$ cat config.mk
export PLATFORM = sky130hd
export DESIGN_NAME = hazard_scoreboard
export DESIGN_NICKNAME = d
export VERILOG_FILES = /design/src/rtl/hazard_scoreboard_pkg.sv /design/src/rtl/hazard_scoreboard_sb_entry.sv /design/src/rtl/hazard_scoreboard.sv
export SDC_FILE = /design/constraint.sdc
export NUM_CORES = 1
export LEC_CHECK = 0
export BUFFER_PORTS_ARGS = -buffer_cell sky130_fd_sc_hd__buf_2
export CAP_MARGIN = 10
export CORE_MARGIN = 2
export CORE_UTILIZATION = 58
export DETAILED_ROUTE_END_ITERATION = 10
export GPL_TIMING_DRIVEN = 0
export PLACE_DENSITY_LB_ADDON = 0.15
export SYNTH_ARGS = -nofsm -noshare
export SYNTH_HDL_FRONTEND = slang
export SYNTH_SLANG_ARGS = --single-unit
$ cat constraint.sdc
create_clock -name clk -period 6.1 [get_ports clk]
set_clock_uncertainty 0.05 [all_clocks]
set_input_delay 1.22 -clock clk [delete_from_list [all_inputs] [get_ports clk]]
set_output_delay 1.22 -clock clk [all_outputs]
set_load 0.02 [all_outputs]
$ cat src/rtl/hazard_scoreboard_pkg.sv
// Shared sizing and types for the register hazard scoreboard.
// Optional forwarding support is selected with the HAZARD_FORWARDING_EN macro.
package hazard_pkg;
    localparam int REG_AW   = 4;
    localparam int LAT_W    = 3;
    localparam int CNT_W    = 16;
    localparam int NUM_REGS = 2 ** REG_AW;

    typedef logic [REG_AW-1:0] reg_id_t;
    typedef logic [LAT_W-1:0]  lat_t;
endpackage

$ cat src/rtl/hazard_scoreboard_sb_entry.sv
// One scoreboard slot: pending bit for an in-flight write plus a countdown
// to the cycle in which the result reaches the forward path.
module sb_entry #(
    parameter int LAT_W = hazard_pkg::LAT_W
) (
    input  logic             clk,
    input  logic             rst,
    input  logic             set,
    input  logic [LAT_W-1:0] set_lat,
    input  logic             clr,
    output logic             pending,
    output logic             ready
);
    logic [LAT_W-1:0] count;

    // Pending bit: a new issue outranks a same-cycle writeback clear.
    always_ff @(posedge clk or posedge rst) begin
        if (rst)
            pending <= 1'b0;
        else if (set)
            pending <= 1'b1;
        else if (clr)
            pending <= 1'b0;
    end

    // Countdown loads the op latency on issue, otherwise drains to zero.
    always_ff @(posedge clk or posedge rst) begin
        if (rst)
            count <= '0;
        else if (set)
            count <= set_lat;
        else if (count != '0)
            count <= count - 1'b1;
    end

    assign ready = (count == '0);
endmodule

$ cat src/rtl/hazard_scoreboard.sv
// ID-stage register scoreboard: RAW/WAW stall detection over all in-flight
// writes, stall-cycle counter and sticky bad-writeback flag.
// Define HAZARD_FORWARDING_EN to release stalls once results are forwardable.
module hazard_scoreboard #(
    parameter int REG_AW = hazard_pkg::REG_AW,
    parameter int LAT_W  = hazard_pkg::LAT_W,
    parameter int CNT_W  = hazard_pkg::CNT_W
) (
    input  logic                 clk,
    input  logic                 rst,
    input  logic                 id_valid,
    input  logic [REG_AW-1:0]    id_src1,
    input  logic [REG_AW-1:0]    id_src2,
    input  logic                 id_two_src,
    input  logic [REG_AW-1:0]    id_dest,
    input  logic                 id_wb_en,
    input  logic [LAT_W-1:0]     id_lat,
    input  logic                 flush,
    input  logic                 wb_valid,
    input  logic [REG_AW-1:0]    wb_dest,
    output logic                 hazard,
    output logic                 fwd1_en,
    output logic                 fwd2_en,
    output logic [2**REG_AW-1:0] pending,
    output logic [CNT_W-1:0]     stall_cnt,
    output logic                 sb_err
);
    localparam int NREG = 2 ** REG_AW;

    logic [NREG-1:0] ready_vec;
    logic            wb_hit1, wb_hit2, wb_hit_d;
    logic            busy1, busy2, busy_d;
    logic            issue, err_set;

    // Per-register slots; set/clear are decoded from the issue and writeback ids.
    for (genvar i = 0; i < NREG; i++) begin : g_entry
        sb_entry #(.LAT_W(LAT_W)) u_entry (
            .clk     (clk),
            .rst     (rst),
            .set     (issue && (id_dest == REG_AW'(i))),
            .set_lat (id_lat),
            .clr     (wb_valid && (wb_dest == REG_AW'(i))),
            .pending (pending[i]),
            .ready   (ready_vec[i])
        );
    end

    // Busy/forward decisions; a same-cycle writeback hides the dependency.
    always_comb begin
        wb_hit1 = wb_valid && (wb_dest == id_src1);
        wb_hit2 = wb_valid && (wb_dest == id_src2);
        wb_hit_d = wb_valid && (wb_dest == id_dest);
`ifdef HAZARD_FORWARDING_EN
        busy1   = pending[id_src1] && !ready_vec[id_src1] && !wb_hit1;
        busy2   = pending[id_src2] && !ready_vec[id_src2] && !wb_hit2;
        busy_d  = pending[id_dest] && !ready_vec[id_dest] && !wb_hit_d;
        fwd1_en = id_valid && pending[id_src1] && ready_vec[id_src1] && !wb_hit1;
        fwd2_en = id_valid && id_two_src && pending[id_src2] && ready_vec[id_src2] && !wb_hit2;
`else
        busy1   = pending[id_src1] && !wb_hit1;
        busy2   = pending[id_src2] && !wb_hit2;
        busy_d  = pending[id_dest] && !wb_hit_d;
        fwd1_en = 1'b0;
        fwd2_en = 1'b0;
`endif
        hazard  = id_valid && !flush &&
                  (busy1 || (id_two_src && busy2) || (id_wb_en && busy_d));
        issue   = id_valid && !flush && !hazard && id_wb_en;
        err_set = wb_valid && !pending[wb_dest] && !(issue && (id_dest == wb_dest));
    end

`ifndef HAZARD_FORWARDING_EN
    // Countdowns only matter when forwarding is built in.
    logic unused_ready;
    assign unused_ready = ^ready_vec;
`endif

    // Saturating stall-cycle counter.
    always_ff @(posedge clk or posedge rst) begin
        if (rst)
            stall_cnt <= '0;
        else if (hazard && (stall_cnt != '1))
            stall_cnt <= stall_cnt + 1'b1;
    end

    // Sticky flag for a writeback nobody was waiting for.
    always_ff @(posedge clk or posedge rst) begin
        if (rst)
            sb_err <= 1'b0;
        else if (err_set)
            sb_err <= 1'b1;
    end
endmodule

==> summary.md <==
| Metric | Value |
|---|---|
| Hold path cells | `1` |
| 1st-pass router iterations | `4` |
| Via count | `2075` |
| Residual DRC count | `0` |
| Number of flops mapped to enable cells by yosys | `0` |
| Unrepaired setup endpoints after global routing | `no` |
| Final period util | `0.721` |
| N_diodes | `0` |
| Number of max-cap violations | `0` |
| Layout cells sized above 1 | `0.391` |
| Warnings, synthesis | `0` |
| CTS H-tree depth | `2` |
| Setup_tns | `0 ns` |
| Initial Util | `0.605` |
| Seq cells post-synth | `33` |
| Status | `completed` |
| First-pass GRT wire length | `9260 µm` |
| Post-CTS sizing | `0` |
| Die Y | `68.8 µm` |
| Final Hold Vio Count | `0` |
| Die area | `0.00474 mm²` |
| Die W | `68.8 µm` |
| WP data arrival | `3.13 ns` |
| Final setup fails | `0` |
| Crit path kind | `primary input to output pin` |
| Worst slew margin | `0.549` |
| Async set or reset register ratio after synthesis | `1.00` |
| Hold slack | `0.445 ns` |
| Distinct cells, synth | `47` |
| WP data required | `4.83 ns` |
| Worst-path fanout max | `10` |
| Largest net degree at the start of global routing | `20` |
| Vias/cell | `6.03` |
| Clock Latency Late Sink | `0.29 ns` |
| Port Buffer Count | `52` |
| DP HPWL | `4440 µm` |
| Postcts setup bufs | `0` |
| Grt ovf | `0` |
| Min cycle time layout | `4.40 ns` |
| Crit end category | `output pin` |
| WL per Instance | `16.9 µm` |
| Fmax | `0.228 GHz` |
| Max clock buf depth | `2` |
| CP Launch Type | `primary input` |
| PD cells | `235 mW/mm²` |
| CTS tree | `built` |
| GRT Util Overall | `0.271` |
| Final wirelength | `5810 µm` |
| Fillers | `322` |
| CTS root buffer | `clkbuf_8` |
| Clock transition at path regs | `0.06 ns` |
| Reg2reg path depth | `7` |
| Primary FF master, synth | `dfrtp_1` |
| Area after DPL | `0.00279 mm²` |
| Peak VDD IR | `0.205 mV` |
| Synthesized cell area | `0.00244 mm²` |
| Nets | `321` |
| Num CTS Buffers | `5` |
| Vias in the first global route | `1994` |
| Slew @ Worst Pin | `0.675 ns` |
| Num Clock Sinks | `33` |
| Ports | `62` |
| Leakage | `0.00131 µW` |
| Initial antenna violation count | `0` |
| Gate count of the mapped netlist | `233` |
| Slew Limit Fails | `0` |
| CTS Hold Buffers Added | `0` |
| Initial DRC Count | `109` |
| FP Rows | `23` |
| Routability congestion estimate | `0.953` |
| Sequential-to-total area share from yosys stat | `0.339` |
| ANT nets after route | `0` |
| Power Total | `677 µW` |
| Finished Cell Area | `0.00288 mm²` |
| P&R area growth vs syn | `18.1%` |
| Core area | `0.00403 mm²` |
| Min-delay worst type | `flip-flop to flip-flop` |
| Synthesized area per cell | `10.5 µm²` |
-- final cells by class --
type                       count  area [µm²]  area share
multi-input combinational    163        1390       0.481
sequential                    33         826       0.287
timing repair buffer          53         288       0.100
buffer                        29         198      0.0687
clock buffer                   7        86.3      0.0300
tap                           50        62.6      0.0217
inverter                       9        33.8      0.0117
-- worst max-delay path, cell delays in order --
cell and delay [ns]:
buf_2 0.14, buf_2 0.26, mux4_2 0.33, a22oi_1 0.27, a221oi_2 0.14, o311a_4 0.44
buf_6 0.16, buf_2 0.15
-- Yosys cell counts (2+ instances only) --
library cell  count  area, µm²
o41ai_1           8       70.1
nand4_1           2       12.5
clkbuf_1          4       15.0
xnor2_1          16        140
buf_4            18        135
nand3b_1          3       22.5
nor3_1            6       30.0
buf_6             2       22.5
nand2b_1          5       31.3
nor2_1            8       30.0
inv_1             9       33.8
mux2_2            2       22.5
a31oi_1           2       12.5
nand2_1          23       86.3
o31ai_2           2       25.0
nand3_1           8       40.0
o21ai_0          16       80.1
mux4_2           17        383
buf_2             5       25.0
dfrtp_1          33        826
o21ai_1           6       30.0
nor4_1            3       18.8
xor2_1           11       96.3
-- flip-flops by register name, summed over array words and instances (netlist names) --
signal                   flops
sb_err                       1
stall_cnt                   16
g_entry.u_entry.pending     16
-- routing by layer --
metal | routed length [µm] | vias to the layer above | track usage
li1 | - | 955 | -
met1 | 2370 | 1000 | 0.322
met4 | 136 | 0 | 0.123
met3 | 412 | 17 | 0.0568
met5 | 0 | - | 0
met2 | 2890 | 103 | 0.471
-- cells in the final DEF (no fill, tap or decap), drive strengths merged, types with 3 or more instances in the layout --
cell / netlist / final
xor2: 11 / 11
xnor2: 16 / 16
buf: 25 / 78
nand2b: 6 / 6
nand3: 8 / 8
clkbuf: 4 / 11
nand3b: 3 / 3
nor4: 4 / 4
o21ai: 22 / 22
mux4: 17 / 17
nand4: 3 / 3
nand2: 23 / 23
nor2: 8 / 8
inv: 9 / 9
nor3: 7 / 7
o41ai: 9 / 9
dfrtp: 33 / 33
-- where the power goes --
group          total, µW  internal (µW)  switching, µW
registers            286            246           39.9
clock network        166           89.4           76.9
logic                225            108            118
total                677            443            235
-- kinds of logic after synthesis --
logic type | Yosys count | synth area share
other cells | 1 | 0.00154
xor+xnor | 27 | 0.0970
flops | 33 | 0.339
buf+inv | 38 | 0.0949
simple gates | 72 | 0.169
mux | 20 | 0.170
compound gates | 41 | 0.123
fa+ha+maj | 1 | 0.00513
-- worst paths after layout --
check | slack [ns] | to | startpoint
max | 1.70 | hazard | id_dest[1]
min | 0.44 | stall_cnt[5]$_DFFE_PP0P_ | stall_cnt[5]$_DFFE_PP0P_
max reg2reg | 3.62 | stall_cnt[1]$_DFFE_PP0P_ | g_entry[7].u_entry.pending$_DFFE_PP0P_
min reg2reg | 0.44 | stall_cnt[5]$_DFFE_PP0P_ | stall_cnt[5]$_DFFE_PP0P_
max in group asynchronous | 4.51 | stall_cnt[11]$_DFFE_PP0P_ | rst
min in group asynchronous | 0.97 | g_entry[10].u_entry.pending$_DFFE_PP0P_ | rst
-- metrics by stage --
stage                     worst slack [ns]  cells   util
after global placement                1.73    336  0.686
after CTS                             1.71    344  0.715
final                                 1.70    344  0.715
after floorplan                       2.09    234      -
after global routing                  1.62    344  0.715
after detailed placement              1.72    337  0.693
Power figures use the tool's default switching activity.
